**src/rtl/rv_pkg.sv**
```systemverilog
// Shared types for the multicycle sequencing core: stage states, opcode
// constants, trap causes and the opcode classifier.
package rv_pkg;

    typedef enum logic [2:0] {
        FETCH,
        DECODE,
        EXEC,
        MEM,
        WB,
        TRAP
    } state_t;

    typedef enum logic [1:0] {
        CAUSE_NONE    = 2'd0,
        CAUSE_ILLEGAL = 2'd1,
        CAUSE_IMEM_TO = 2'd2,
        CAUSE_DMEM_TO = 2'd3
    } cause_t;

    typedef enum logic [2:0] {
        CLS_ALU,
        CLS_LOAD,
        CLS_STORE,
        CLS_BRANCH,
        CLS_JAL,
        CLS_ILLEGAL
    } op_class_t;

    localparam logic [6:0] OP_R      = 7'b0110011;
    localparam logic [6:0] OP_I      = 7'b0010011;
    localparam logic [6:0] OP_LOAD   = 7'b0000011;
    localparam logic [6:0] OP_STORE  = 7'b0100011;
    localparam logic [6:0] OP_BRANCH = 7'b1100011;
    localparam logic [6:0] OP_JAL    = 7'b1101111;

    function automatic op_class_t op_class(input logic [6:0] opcode);
        op_class_t cls;
        case (opcode)
            OP_R, OP_I: cls = CLS_ALU;
            OP_LOAD:    cls = CLS_LOAD;
            OP_STORE:   cls = CLS_STORE;
            OP_BRANCH:  cls = CLS_BRANCH;
            OP_JAL:     cls = CLS_JAL;
            default:    cls = CLS_ILLEGAL;
        endcase
        return cls;
    endfunction

endpackage

```
**src/rtl/mem_wait_timer.sv**
```systemverilog
// Wait-state counter shared by instruction and data accesses; o_expired flags
// the last cycle a request may still be acknowledged.
module mem_wait_timer #(
    parameter int MEM_TIMEOUT = 15
) (
    input  logic clk,
    input  logic srst,
    input  logic i_clear,
    input  logic i_en,
    output logic o_expired
);

    localparam int CW = $clog2(MEM_TIMEOUT + 1);

    logic [CW-1:0] r_count;

    always_ff @(posedge clk) begin
        if (srst || i_clear) begin
            r_count <= '0;
        end else if (i_en) begin
            r_count <= r_count + CW'(1);
        end
    end

    // Count k means k cycles have already gone unacknowledged.
    assign o_expired = (r_count == CW'(MEM_TIMEOUT - 1));

endmodule

```
**src/rtl/multicycle_ctrl.sv**
```systemverilog
// Stage sequencer for the multicycle RISC-V datapath: owns PC, IR, retired
// count and trap state, and drives memory handshakes and stage enables.
module multicycle_ctrl
    import rv_pkg::*;
#(
    parameter int              XLEN        = 32,
    parameter logic [XLEN-1:0] RESET_PC    = '0,
    parameter int              MEM_TIMEOUT = 15,
    parameter int              CNT_W       = 32
) (
    input  logic             clk,
    input  logic             reset,
    output logic             imem_req,
    output logic [XLEN-1:0]  imem_addr,
    input  logic             imem_ack,
    input  logic [31:0]      imem_rdata,
    output logic             dmem_req,
    output logic             dmem_we,
    input  logic             dmem_ack,
    input  logic             br_taken,
    input  logic [XLEN-1:0]  br_target,
    output logic [31:0]      ir,
    output logic [XLEN-1:0]  pc,
    output logic             ex_en,
    output logic             rf_we,
    output logic             mem_to_reg,
    output logic             trap,
    output logic [1:0]       trap_cause,
    output logic [CNT_W-1:0] instret
);

    state_t           r_state;
    logic [XLEN-1:0]  r_pc;
    logic [XLEN-1:0]  r_jal_target;
    logic [31:0]      r_ir;
    logic [CNT_W-1:0] r_instret;
    logic             r_trap;
    cause_t           r_cause;

    op_class_t        w_cls;
    logic [XLEN-1:0]  w_pc_plus4;
    logic             w_waiting;
    logic             w_ack;
    logic             w_expired;

    assign w_cls      = op_class(r_ir[6:0]);
    assign w_pc_plus4 = r_pc + XLEN'(4);
    assign w_waiting  = (r_state == FETCH) || (r_state == MEM);
    assign w_ack      = ((r_state == FETCH) && imem_ack) || ((r_state == MEM) && dmem_ack);

    mem_wait_timer #(
        .MEM_TIMEOUT (MEM_TIMEOUT)
    ) u_timer (
        .clk       (clk),
        .srst      (reset),
        .i_clear   (w_ack || w_expired || !w_waiting),
        .i_en      (w_waiting),
        .o_expired (w_expired)
    );

    always_ff @(posedge clk) begin
        if (reset) begin
            r_state      <= FETCH;
            r_pc         <= RESET_PC;
            r_jal_target <= '0;
            r_ir         <= '0;
            r_instret    <= '0;
            r_trap       <= 1'b0;
            r_cause      <= CAUSE_NONE;
        end else begin
            case (r_state)
                FETCH: begin
                    // An ack on the final wait cycle still wins over the timeout.
                    if (imem_ack) begin
                        r_ir    <= imem_rdata;
                        r_state <= DECODE;
                    end else if (w_expired) begin
                        r_state <= TRAP;
                        r_trap  <= 1'b1;
                        r_cause <= CAUSE_IMEM_TO;
                    end
                end
                DECODE: begin
                    if (w_cls == CLS_ILLEGAL) begin
                        r_state <= TRAP;
                        r_trap  <= 1'b1;
                        r_cause <= CAUSE_ILLEGAL;
                    end else begin
                        r_state <= EXEC;
                    end
                end
                EXEC: begin
                    case (w_cls)
                        CLS_BRANCH: begin
                            r_pc      <= br_taken ? br_target : w_pc_plus4;
                            r_instret <= r_instret + CNT_W'(1);
                            r_state   <= FETCH;
                        end
                        CLS_LOAD, CLS_STORE: r_state <= MEM;
                        CLS_JAL: begin
                            r_jal_target <= br_target;
                            r_state      <= WB;
                        end
                        default: r_state <= WB;
                    endcase
                end
                MEM: begin
                    if (dmem_ack) begin
                        if (w_cls == CLS_STORE) begin
                            r_pc      <= w_pc_plus4;
                            r_instret <= r_instret + CNT_W'(1);
                            r_state   <= FETCH;
                        end else begin
                            r_state <= WB;
                        end
                    end else if (w_expired) begin
                        r_state <= TRAP;
                        r_trap  <= 1'b1;
                        r_cause <= CAUSE_DMEM_TO;
                    end
                end
                WB: begin
                    r_pc      <= (w_cls == CLS_JAL) ? r_jal_target : w_pc_plus4;
                    r_instret <= r_instret + CNT_W'(1);
                    r_state   <= FETCH;
                end
                default: begin
                    // TRAP is absorbing until reset.
                end
            endcase
        end
    end

    assign imem_req   = (r_state == FETCH);
    assign imem_addr  = r_pc;
    assign dmem_req   = (r_state == MEM);
    assign dmem_we    = (r_state == MEM) && (w_cls == CLS_STORE);
    assign ex_en      = (r_state == EXEC);
    assign rf_we      = (r_state == WB);
    assign mem_to_reg = (r_state == WB) && (w_cls == CLS_LOAD);
    assign ir         = r_ir;
    assign pc         = r_pc;
    assign instret    = r_instret;
    assign trap       = r_trap;
    assign trap_cause = r_cause;

endmodule

```
**config.mk**
```make
export PLATFORM = sky130hd
export DESIGN_NAME = multicycle_ctrl
export DESIGN_NICKNAME = d
export VERILOG_FILES = /design/src/rtl/rv_pkg.sv /design/src/rtl/mem_wait_timer.sv /design/src/rtl/multicycle_ctrl.sv
export SDC_FILE = /design/constraint.sdc
export NUM_CORES = 1
export LEC_CHECK = 0
export ABC_CLOCK_PERIOD_IN_PS = 3700
export BUFFER_PORTS_ARGS = -buffer_cell sky130_fd_sc_hd__buf_4
export CAP_MARGIN = 20
export CORE_MARGIN = 5
export CORE_UTILIZATION = 56
export CTS_CLUSTER_DIAMETER = 30
export DETAILED_ROUTE_END_ITERATION = 6
export GPL_TIMING_DRIVEN = 0
export PLACE_DENSITY = 0.86
export SYNTH_ARGS = -nofsm -noshare
export SYNTH_HDL_FRONTEND = slang
export SYNTH_HIERARCHICAL = 1
export SYNTH_SLANG_ARGS = --single-unit
```
**constraint.sdc**
```tcl
create_clock -name clk -period 3.7 [get_ports clk]
set_input_delay 1.11 -clock clk [delete_from_list [all_inputs] [get_ports clk]]
set_output_delay 1.11 -clock clk [all_outputs]
set_load 0.01 [all_outputs]
```
==> results of run 1 <==
## cells in the mapped netlist (all sizes together), types with 3 or more instances
| cell type | count | area share [%] |
|---|---|---|
| nand2 | 160 | 8.7 |
| dfxtp | 138 | 40 |
| a21oi | 118 | 8.5 |
| clkbuf | 47 | 2.6 |
| o21ai | 43 | 3.1 |
| buf | 42 | 4.3 |
| nor2 | 40 | 2.2 |
| inv | 28 | 1.5 |
| nand3 | 27 | 2.0 |
| nand4 | 23 | 2.1 |
| nor3 | 22 | 1.6 |
| or3 | 22 | 2.0 |
| xnor2 | 17 | 2.2 |
| a22oi | 16 | 1.7 |
| nor4 | 16 | 1.4 |
| a22o | 14 | 1.8 |
| o32ai | 11 | 1.4 |
| and3 | 8 | 0.72 |
| and4 | 7 | 0.89 |
| o31ai | 7 | 0.76 |
| a31oi | 6 | 0.54 |
| nor4b | 6 | 0.76 |
| o31a | 5 | 0.63 |
| or4 | 5 | 0.54 |
| a211oi | 4 | 0.43 |
| a21o | 4 | 0.43 |
| a32o | 4 | 0.58 |
| ha | 4 | 0.72 |
| o21a | 4 | 0.43 |
| o221a | 4 | 0.65 |
| a221oi | 3 | 0.38 |
| nand2b | 3 | 0.27 |
| nand3b | 3 | 0.38 |
| nor2b | 3 | 0.27 |
## routing by layer
| metal | part of all wire [%] | vias up |
|---|---|---|
| met5 | 0 | - |
| met4 | 3.5 | 0 |
| met3 | 12 | 81 |
| met2 | 46 | 519 |
| met1 | 39 | 3594 |
| li1 | - | 3640 |
## flip-flops by register name (all words and copies together) (netlist names)
register,cells
ir,32
trap,1
r_state,3
imem_addr,32
instret,32
trap_cause,2
r_jal_target,32
u_timer/r_count,4
## final timing paths
path / startpoint / to / slack (ns)
hold / removal: trap / trap / 0.45
setup reg to reg: r_state[0] / imem_addr[3] / 0.57
setup / recovery: r_state[0] / imem_addr[3] / 0.57
hold reg to reg: trap / trap / 0.45
## worst register-to-register path: cells and delay by family (launching register included)
family	cells	cell delay [ns]
AO/OA/AOI/OAI	2	0.41
flip-flops	1	0.30
AND/OR/NAND/NOR	3	1.57
buffers and inverters	3	0.73
## final cells by class
class | count | area [µm²]
Fill cell | 943 | 2770
Inverter | 28 | 105
Timing Repair Buffer | 207 | 1550
Clock buffer | 20 | 467
Buffer | 89 | 473
Tap cell | 168 | 210
Multi-Input combinational cell | 636 | 3580
Clock inverter | 8 | 145
Sequential cell | 138 | 2760
## power groups by stage
stage | Combinational, mW | Clock [mW] | Sequential, mW
finish | 0.447 | 1.79 | 1.57
global route | 0.485 | 1.87 | 1.57
CTS | 0.442 | 1.79 | 1.57
detailed placement | 0.437 | 0 | 1.60
global placement | 0.432 | 0 | 1.60
floorplan | 0.211 | 0 | 1.61
## per-stage QoR
stage	cells	hold slack (ns)
after detailed placement	1266	0.441
after global placement	1264	0.437
after floorplan	891	0.433
after CTS	1294	0.449
final	1294	0.448
after global routing	1294	0.465
## kinds of logic (layout without fill, tap and decap cells)
| logic type | count (synthesis) | after routing | share of synthesized area, % |
|---|---|---|---|
| AND/OR/NAND/NOR | 353 | 353 | 24.7 |
| buffers and inverters | 117 | 352 | 8.36 |
| multiplexers | 1 | 1 | 0.163 |
| XOR/XNOR | 18 | 18 | 2.28 |
| adder cells (fa/ha/maj) | 5 | 5 | 0.869 |
| flip-flops | 138 | 138 | 40.0 |
| AO/OA/AOI/OAI | 259 | 259 | 23.7 |
==> metrics.yaml, run 1 <==
status: "finished clean"
drc_errors: 0
timing.hold.worst.class: "reg2reg"
die_area_um2: 14700
worst-path-stages: 8
grt_use_met1_pct: 39.8
yosys_most_used_dff: "sky130_fd_sc_hd__dfxtp_1"
syn-mean-instance-area_um2: 7.76
worst_setup_path_end_kind: "flop"
clk_path_buf_depth: 2
warning_count_from_the_yosys_run: 6
wl_per_cell_um: 18.1
antenna_violating_nets_post_route: 0
overflow: 0
power_switching_mw: 0.913
r2r_cells: 8
leakage_nw: 3.60
number_of_maximum_capacitance_constraint_violations: 0
syn_area_um2: 6910
relSlewSlack_pct: 33.0
cts_htree_levels: 4
port-buffer-count: 205
clock_latency_on_the_worst_skew_pair_ns: 0.43
power.share.sequential_pct: 41.2
critPathLaunchType: "flop"
clkTransAtPathRegs_ns: 0.05
ys_types: 62
tritoncts.num_buffers: 17
die_width_um: 121
worstHoldPathCells: 2
grt_max_degree: 17
postSynthRegisterBits: 138
ctsResizeCount: 0
critPathMaxStageDelay_ns: 0.81
route.vias.total: 7834
report.final.slew_viol_count: 0
cp_cell_sequence: "buf_6 > or3b_1 > buf_4 > nor3_1 > nor2_1 > clkbuf_1 > a21oi_1 > a21oi_1"
power.total_mw: 3.80
power_density_nw_per_um2: 410
antennaDiodeCount: 0
fmaxAchievable_ghz: 0.320
cts.sinks: 138
dpl_cell_area_um2: 8680
rsz0062_at_grt: "no"
path_delay_family: "simple AND/OR/NAND/NOR gates"
hold_buffers: 0
synth_instances: 891
yosysSeqAreaShare_pct: 40.0
grt_most_used_layer: "met2"
core_um2: 12100
worst_path_bufs_invs: 3
final_cell_mix: "238 x sky130_fd_sc_hd__buf_4, 160 x sky130_fd_sc_hd__nand2_1, 138 x sky130_fd_sc_hd__dfxtp_1, 118 x sky130_fd_sc_hd__a21oi_1, 47 x sky130_fd_sc_hd__clkbuf_1"
globalRouteTotalUtil_pct: 31.7
setup_ws_ns: 0.573
wirelength_um: 23500
place_ws_ns: 0.420
slowest_stage: "sky130_fd_sc_hd__nor3_1"
final-setup-viol-count: 0
maximum_fanout_along_the_worst_path: 10
design_area_um2: 9290
worstPathRequired_ns: 4.00
rows: 40
pwr-share-clk_pct: 47.0
power.internal_mw: 2.89
path_class: "reg2reg"
synth_edf_count: 0
critical_path_arrival_ns: 3.43
layout.nets: 1190
first_global_vias: 7375
detailedPlacementHpwl_um: 16900
grt_antenna_before_repair: 0
grt_util_met2_pct: 50.0
pin_count: 206
finalHoldViolCount: 0
mappedNetlistNets: 964
vias_per_cell: 6.05
place.gp.congestion: 0.911
cts_tree: "done"
drt_iter0_drc: 1191
synth-async-reset-ratio_pct: 0
timing.clock.skew_ns: 0.00688
cts_setup_buffers: 0
crit_path_frequent_cell: "sky130_fd_sc_hd__a21oi_1"
die_h_um: 121
comb_power_share_pct: 11.8
finish.utilization_pct: 77.0
areaGrowthSynthToFinish_pct: 34.4
post_route_cells_drive_above_1_share_pct: 25.3
netSwitchingFraction_pct: 24.0
totalNegativeSetupSlack_ns: 0
grtUsageMet3_pct: 9.51
max-vdd-ir-drop_mv: 0.324
timing.final.crit_period_ns: 3.13
grt_pass1_wl_um: 37300
layout.cells.most_common: "sky130_fd_sc_hd__buf_4"
max_slew.worst_pin.slew_ns: 0.997
initial_utilization_pct: 57.3
cts-root-buf: "sky130_fd_sc_hd__clkbuf_16"
drt_first_pass_iters: 6
timing.final.crit_share_pct: 84.5
No activity file was read; power rests on OpenSTA's default activity.
==> run 2: changes to the inputs <==
--- a/config.mk
+++ b/config.mk
@@ -5,15 +5,15 @@
 export SDC_FILE = /design/constraint.sdc
 export NUM_CORES = 1
 export LEC_CHECK = 0
-export ABC_CLOCK_PERIOD_IN_PS = 3700
+export ABC_CLOCK_PERIOD_IN_PS = 2700
 export BUFFER_PORTS_ARGS = -buffer_cell sky130_fd_sc_hd__buf_4
 export CAP_MARGIN = 20
 export CORE_MARGIN = 5
-export CORE_UTILIZATION = 56
+export CORE_UTILIZATION = 47
 export CTS_CLUSTER_DIAMETER = 30
 export DETAILED_ROUTE_END_ITERATION = 6
 export GPL_TIMING_DRIVEN = 0
-export PLACE_DENSITY = 0.86
+export PLACE_DENSITY = 0.77
 export SYNTH_ARGS = -nofsm -noshare
 export SYNTH_HDL_FRONTEND = slang
 export SYNTH_HIERARCHICAL = 1
==> constraint.sdc (replaced) <==
create_clock -name clk -period 2.7 [get_ports clk]
set_input_delay 0.81 -clock clk [delete_from_list [all_inputs] [get_ports clk]]
set_output_delay 0.81 -clock clk [all_outputs]
set_load 0.01 [all_outputs]
==> run 2 against run 1 <==
  * Global-route usage down 5.7 points
  * Core utilization down 11 points
  * Fmax up 16%
  * Final area up 2.1%
  * Register-to-register slack worse by 0.56 ns
  * Routed wire length up 1.1%
  * Critical path depth down 1
  * Clock skew up 0.0023 ns
  * Non-clock buffer count up 5
  * Sequential share of layout area down 0.62 points
  * Die area up 18%
  * Critical path type unchanged
  * Largest power group unchanged
==> metrics.yaml, run 2 (synthesized netlist as in run 1, its figures left out) <==
totalNegativeSetupSlack_ns: 0
cts_htree_levels: 4
grt_antenna_before_repair: 0
cts_tree: "done"
relSlewSlack_pct: 35.4
timing_startpoint_of_the_critical_path: "ir[3]"
grt_max_degree: 17
max_slew.worst_pin.slew_ns: 0.961
timing.final.crit_period_ns: 2.69
maximum_fanout_along_the_worst_path: 10
critPathLaunchType: "flop"
slowest_stage: "sky130_fd_sc_hd__o311ai_1"
clkTransAtPathRegs_ns: 0.06
finish.utilization_pct: 65.5
reg2reg_slack_ns: 0.01
antennaDiodeCount: 0
path_delay_family: "compound AO/OA/AOI/OAI gates"
vias_per_cell: 5.85
path_class: "reg2reg"
die_width_um: 131
critical_path_arrival_ns: 3.05
initial_utilization_pct: 47.7
pwr-share-clk_pct: 48.3
antenna_violating_nets_post_route: 0
final-setup-viol-count: 0
r2r_cells: 7
setup_ws_ns: 0.0111
tritoncts.num_buffers: 17
drc_errors: 0
r2r-end: "imem_addr[26]"
hold-worst-slack_ns: 0.453
die_h_um: 131
layout.cells.most_common: "sky130_fd_sc_hd__buf_4"
max-vdd-ir-drop_mv: 0.415
clock_latency_on_the_worst_skew_pair_ns: 0.42
timing.final.crit_share_pct: 99.6
status: "finished clean"
leakage_nw: 3.70
detailedPlacementHpwl_um: 17400
pin_count: 206
rsz0062_at_grt: "yes"
first_global_vias: 7091
worstHoldPathCells: 2
critPathMaxStageDelay_ns: 0.74
comb_power_share_pct: 11.6
finalHoldViolCount: 0
power_density_nw_per_um2: 565
worstPathRequired_ns: 3.06
cts.sinks: 138
die_area_um2: 17200
place.gp.congestion: 0.967
dp.cells: 1282
globalRouteTotalUtil_pct: 26.0
netSwitchingFraction_pct: 24.2
fmaxAchievable_ghz: 0.372
worst_path_bufs_invs: 2
wl_per_cell_um: 18.0
clk_path_buf_depth: 2
worstHoldStart: "r_jal_target[19]"
route.vias.total: 7712
overflow: 0
wirelength_um: 23700
drt_iter0_drc: 800
rows: 44
layout.nets: 1195
layout.cells.non_filler: 1319
post_route_cells_drive_above_1_share_pct: 27.6
worst_setup_path_end_kind: "flop"
cts-root-buf: "sky130_fd_sc_hd__clkbuf_16"
power.internal_mw: 4.06
cp_cell_sequence: "nand4bb_1 > buf_2 > o311ai_1 > nand2_1 > clkbuf_1 > nor2_1 > a32o_1"
timing.clock.skew_ns: 0.00914
core_um2: 14500
power_switching_mw: 1.30
drt_first_pass_iters: 5
rr_startpoint: "ir[3]"
timing.hold.worst.class: "reg2reg"
whs_endpoint: "r_jal_target[19]"
port-buffer-count: 205
grt_pass1_wl_um: 36800
areaGrowthSynthToFinish_pct: 37.3
report.final.slew_viol_count: 0
number_of_maximum_capacitance_constraint_violations: 0
place_ws_ns: -0.399
power.share.sequential_pct: 40.1
final_cell_mix: "243 x sky130_fd_sc_hd__buf_4, 160 x sky130_fd_sc_hd__nand2_1, 138 x sky130_fd_sc_hd__dfxtp_1, 118 x sky130_fd_sc_hd__a21oi_1, 42 x sky130_fd_sc_hd__o21ai_0"
run 2: how the worst max path moves through the flow:
stage               endpoint  slack (ns)  depth (start not counted)
6_report       imem_addr[26]        0.01                          7
3_3_place_gp   imem_addr[26]       -0.42                          7
2_1_floorplan    instret[26]        0.13                          6
5_1_grt        imem_addr[26]       -0.07                          7
3_5_place_dp   imem_addr[26]       -0.40                          7
4_1_cts              dmem_we       -0.02                          4
run 2: area by class of cell:
type                            count  area [µm²]
Timing Repair Buffer              212        1600
Multi-Input combinational cell    636        3640
Clock inverter                     11         193
Fill cell                        1272        4990
Tap cell                          184         230
Sequential cell                   138        2760
Inverter                           28         113
Buffer                             89         487
Clock buffer                       21         460
run 2: through the flow:
step                total power, mW  cell area, µm²
finish                         5.36            9490
global route                   5.52            9490
CTS                            5.36            9370
detailed placement             2.80            8700
global placement               2.79            8680
floorplan                      2.49            6910
run 2: layer usage:
layer  wire (µm)  GRT usage, %  share of wire [%]
met5           0             0                  0
met2       10900          40.7                 46
met4         513          9.83                2.2
met3        2910          9.10                 12
met1        9400          32.9                 40
run 2: what timing repair did:
action / 4_1_cts / 5_1_grt
resized for setup: 8 / 25
setup endpoints to repair: 33 / 60
hold buffers: 0 / 0
buffers inserted: 0 / 5
run 2: power groups by stage:
stage	clock, mW	sequential, mW	combinational (mW)
floorplan	0	2.20	0.289
global placement	0	2.19	0.599
detailed placement	0	2.19	0.604
CTS	2.61	2.15	0.609
global route	2.69	2.16	0.669
finish	2.59	2.15	0.621
run 2: tightest hold or removal path, stage by stage, from the launching register on:
cell,delay (ns)
sky130_fd_sc_hd__dfxtp_1,0.31
sky130_fd_sc_hd__nand2_1,0.05
sky130_fd_sc_hd__a21oi_1,0.05
==> run 3: changes to the inputs <==
--- a/config.mk
+++ b/config.mk
@@ -9,11 +9,11 @@
 export BUFFER_PORTS_ARGS = -buffer_cell sky130_fd_sc_hd__buf_4
 export CAP_MARGIN = 20
 export CORE_MARGIN = 5
-export CORE_UTILIZATION = 47
+export CORE_UTILIZATION = 38
+export CTS_BUF_LIST = sky130_fd_sc_hd__clkbuf_4
 export CTS_CLUSTER_DIAMETER = 30
 export DETAILED_ROUTE_END_ITERATION = 6
 export GPL_TIMING_DRIVEN = 0
-export PLACE_DENSITY = 0.77
 export SYNTH_ARGS = -nofsm -noshare
 export SYNTH_HDL_FRONTEND = slang
 export SYNTH_HIERARCHICAL = 1
==> run 3 against run 2 <==
  * Count of clock-buffer cells in the layout increased by 2
  * Critical path depth decreased by 2
  * Sequential power about the same
  * Die area increased by 22%
  * Clock skew increased by 0.013 ns
  * Non-clock buffer count increased by 8
  * Global-route usage decreased by 2.5 points
  * Routed wire length increased by 5.6%
  * Hold slack improved by 0.0035 ns
  * Fmax increased by 0.55%
  * Critical endpoint is now mem_to_reg
  * Largest cell class unchanged
  * Largest power group is now registers
==> metrics.yaml, run 3 (synthesized netlist as in run 1, its figures left out) <==
areaGrowthSynthToFinish_pct: 33.8
final-setup-viol-count: 0
r2r_cells: 9
wl_per_cell_um: 18.2
grt_pass1_wl_um: 38200
number_of_maximum_capacitance_constraint_violations: 0
core_um2: 18000
overflow: 0
port-buffer-count: 205
totalNegativeSetupSlack_ns: 0
timing.final.crit_share_pct: 99.0
max_slew.worst_pin.slew_ns: 0.927
worstPathRequired_ns: 1.89
finish.utilization_pct: 51.5
post_route_cells_drive_above_1_share_pct: 29.0
drt_first_pass_iters: 5
path_class: "reg2out"
final_cell_mix: "249 x sky130_fd_sc_hd__buf_4, 160 x sky130_fd_sc_hd__nand2_1, 132 x sky130_fd_sc_hd__dfxtp_1, 118 x sky130_fd_sc_hd__a21oi_1, 43 x sky130_fd_sc_hd__o21ai_0"
timing.clock.skew_ns: 0.0225
wirelength_um: 25100
pin_count: 206
antenna_violating_nets_post_route: 0
max-vdd-ir-drop_mv: 0.284
die_area_um2: 21000
detailedPlacementHpwl_um: 18400
r2r-end: "instret[29]"
worstHoldStart: "trap"
leakage_nw: 3.58
dpl_cell_area_um2: 8760
rsz0062_at_grt: "yes"
initial_utilization_pct: 38.5
cts-root-buf: "sky130_fd_sc_hd__clkbuf_4"
die_h_um: 145
tritoncts.num_buffers: 17
die_width_um: 145
route.vias.total: 7477
first_global_vias: 6897
dp.cells: 1327
finalHoldViolCount: 0
cts_tree: "done"
cts_htree_levels: 4
design_area_um2: 9250
hold-worst-slack_ns: 0.456
layout.nets: 1203
maximum_fanout_along_the_worst_path: 8
fmaxAchievable_ghz: 0.374
worst_setup_path_end_kind: "output port"
grt_max_degree: 17
vias_per_cell: 5.44
worstHoldPathCells: 2
place.gp.congestion: 0.914
drc_errors: 0
relSlewSlack_pct: 37.7
timing.hold.worst.class: "reg2reg"
reg2reg_slack_ns: 0.12
globalRouteTotalUtil_pct: 23.4
whs_endpoint: "trap"
grt_antenna_before_repair: 1
critPathLaunchType: "flop"
timing.final.crit_period_ns: 2.67
rows: 49
report.final.slew_viol_count: 0
status: "finished clean"
critical_path_arrival_ns: 1.86
clock_latency_on_the_worst_skew_pair_ns: 0.57
cts.sinks: 138
clk_path_buf_depth: 2
rr_startpoint: "ir[2]"
power_density_nw_per_um2: 442
clkTransAtPathRegs_ns: 0.11
layout.cells.non_filler: 1375
layout.cells.most_common: "sky130_fd_sc_hd__buf_4"
drt_iter0_drc: 527
## run 3: through the flow
stage / power [mW] / setup slack [ns]
detailed placement: 2.81 / -0.410
global route: 4.24 / -0.0249
floorplan: 2.49 / 0.126
CTS: 4.09 / -0.0922
global placement: 2.81 / -0.437
finish: 4.09 / 0.0259
## run 3: worst max-delay path by stage
| stage | endpoint | startpoint |
|---|---|---|
| 2_1_floorplan | instret[26] | dmem_ack |
| 3_3_place_gp | imem_addr[6] | dmem_ack |
| 3_5_place_dp | imem_addr[26] | dmem_ack |
| 4_1_cts | mem_to_reg | ir[2] |
| 5_1_grt | mem_to_reg | r_state[0] |
| 6_report | mem_to_reg | r_state[0] |
## run 3: critical path: stages, from the launching register on
cell,delay (ns)
sky130_fd_sc_hd__dfxtp_1,0.32
sky130_fd_sc_hd__buf_6,0.13
sky130_fd_sc_hd__or3b_4,0.37
sky130_fd_sc_hd__buf_6,0.15
sky130_fd_sc_hd__nor3_4,0.20
sky130_fd_sc_hd__buf_6,0.13
## run 3: what timing repair did
action / CTS / global route
resized for setup: 23 / 28
setup buffers: 3 / 10
gates cloned: 0 / 0
pin swaps: 2 / 2
hold buffers: 0 / 0
setup endpoints to repair: 37 / 63
## run 3: area by class of cell
| class | instances | area, µm² |
|---|---|---|
| fillers | 1806 | 8720 |
| multi-input cells | 636 | 3650 |
| flip-flops and latches | 138 | 2770 |
| repair buffers | 220 | 1660 |
| plain buffers | 89 | 507 |
| well taps | 229 | 287 |
| clock buffers | 23 | 173 |
| inverters | 28 | 113 |
| clock inverters | 9 | 75.1 |
| diodes | 3 | 7.51 |
## run 3: where the power goes
group          switching (mW)  internal [mW]
combinational           0.351          0.290
sequential             0.0568           2.09
clock                   0.791          0.506
## run 3: metal layers
metal  part of all wire (%)  track usage (%)  vias to the layer above
met5                      0                0                        -
met4                    1.8             7.27                        0
met3                     10             7.33                       32
met2                     45             36.5                      325
met1                     43             31.1                     3447
li1                       -                -                     3673
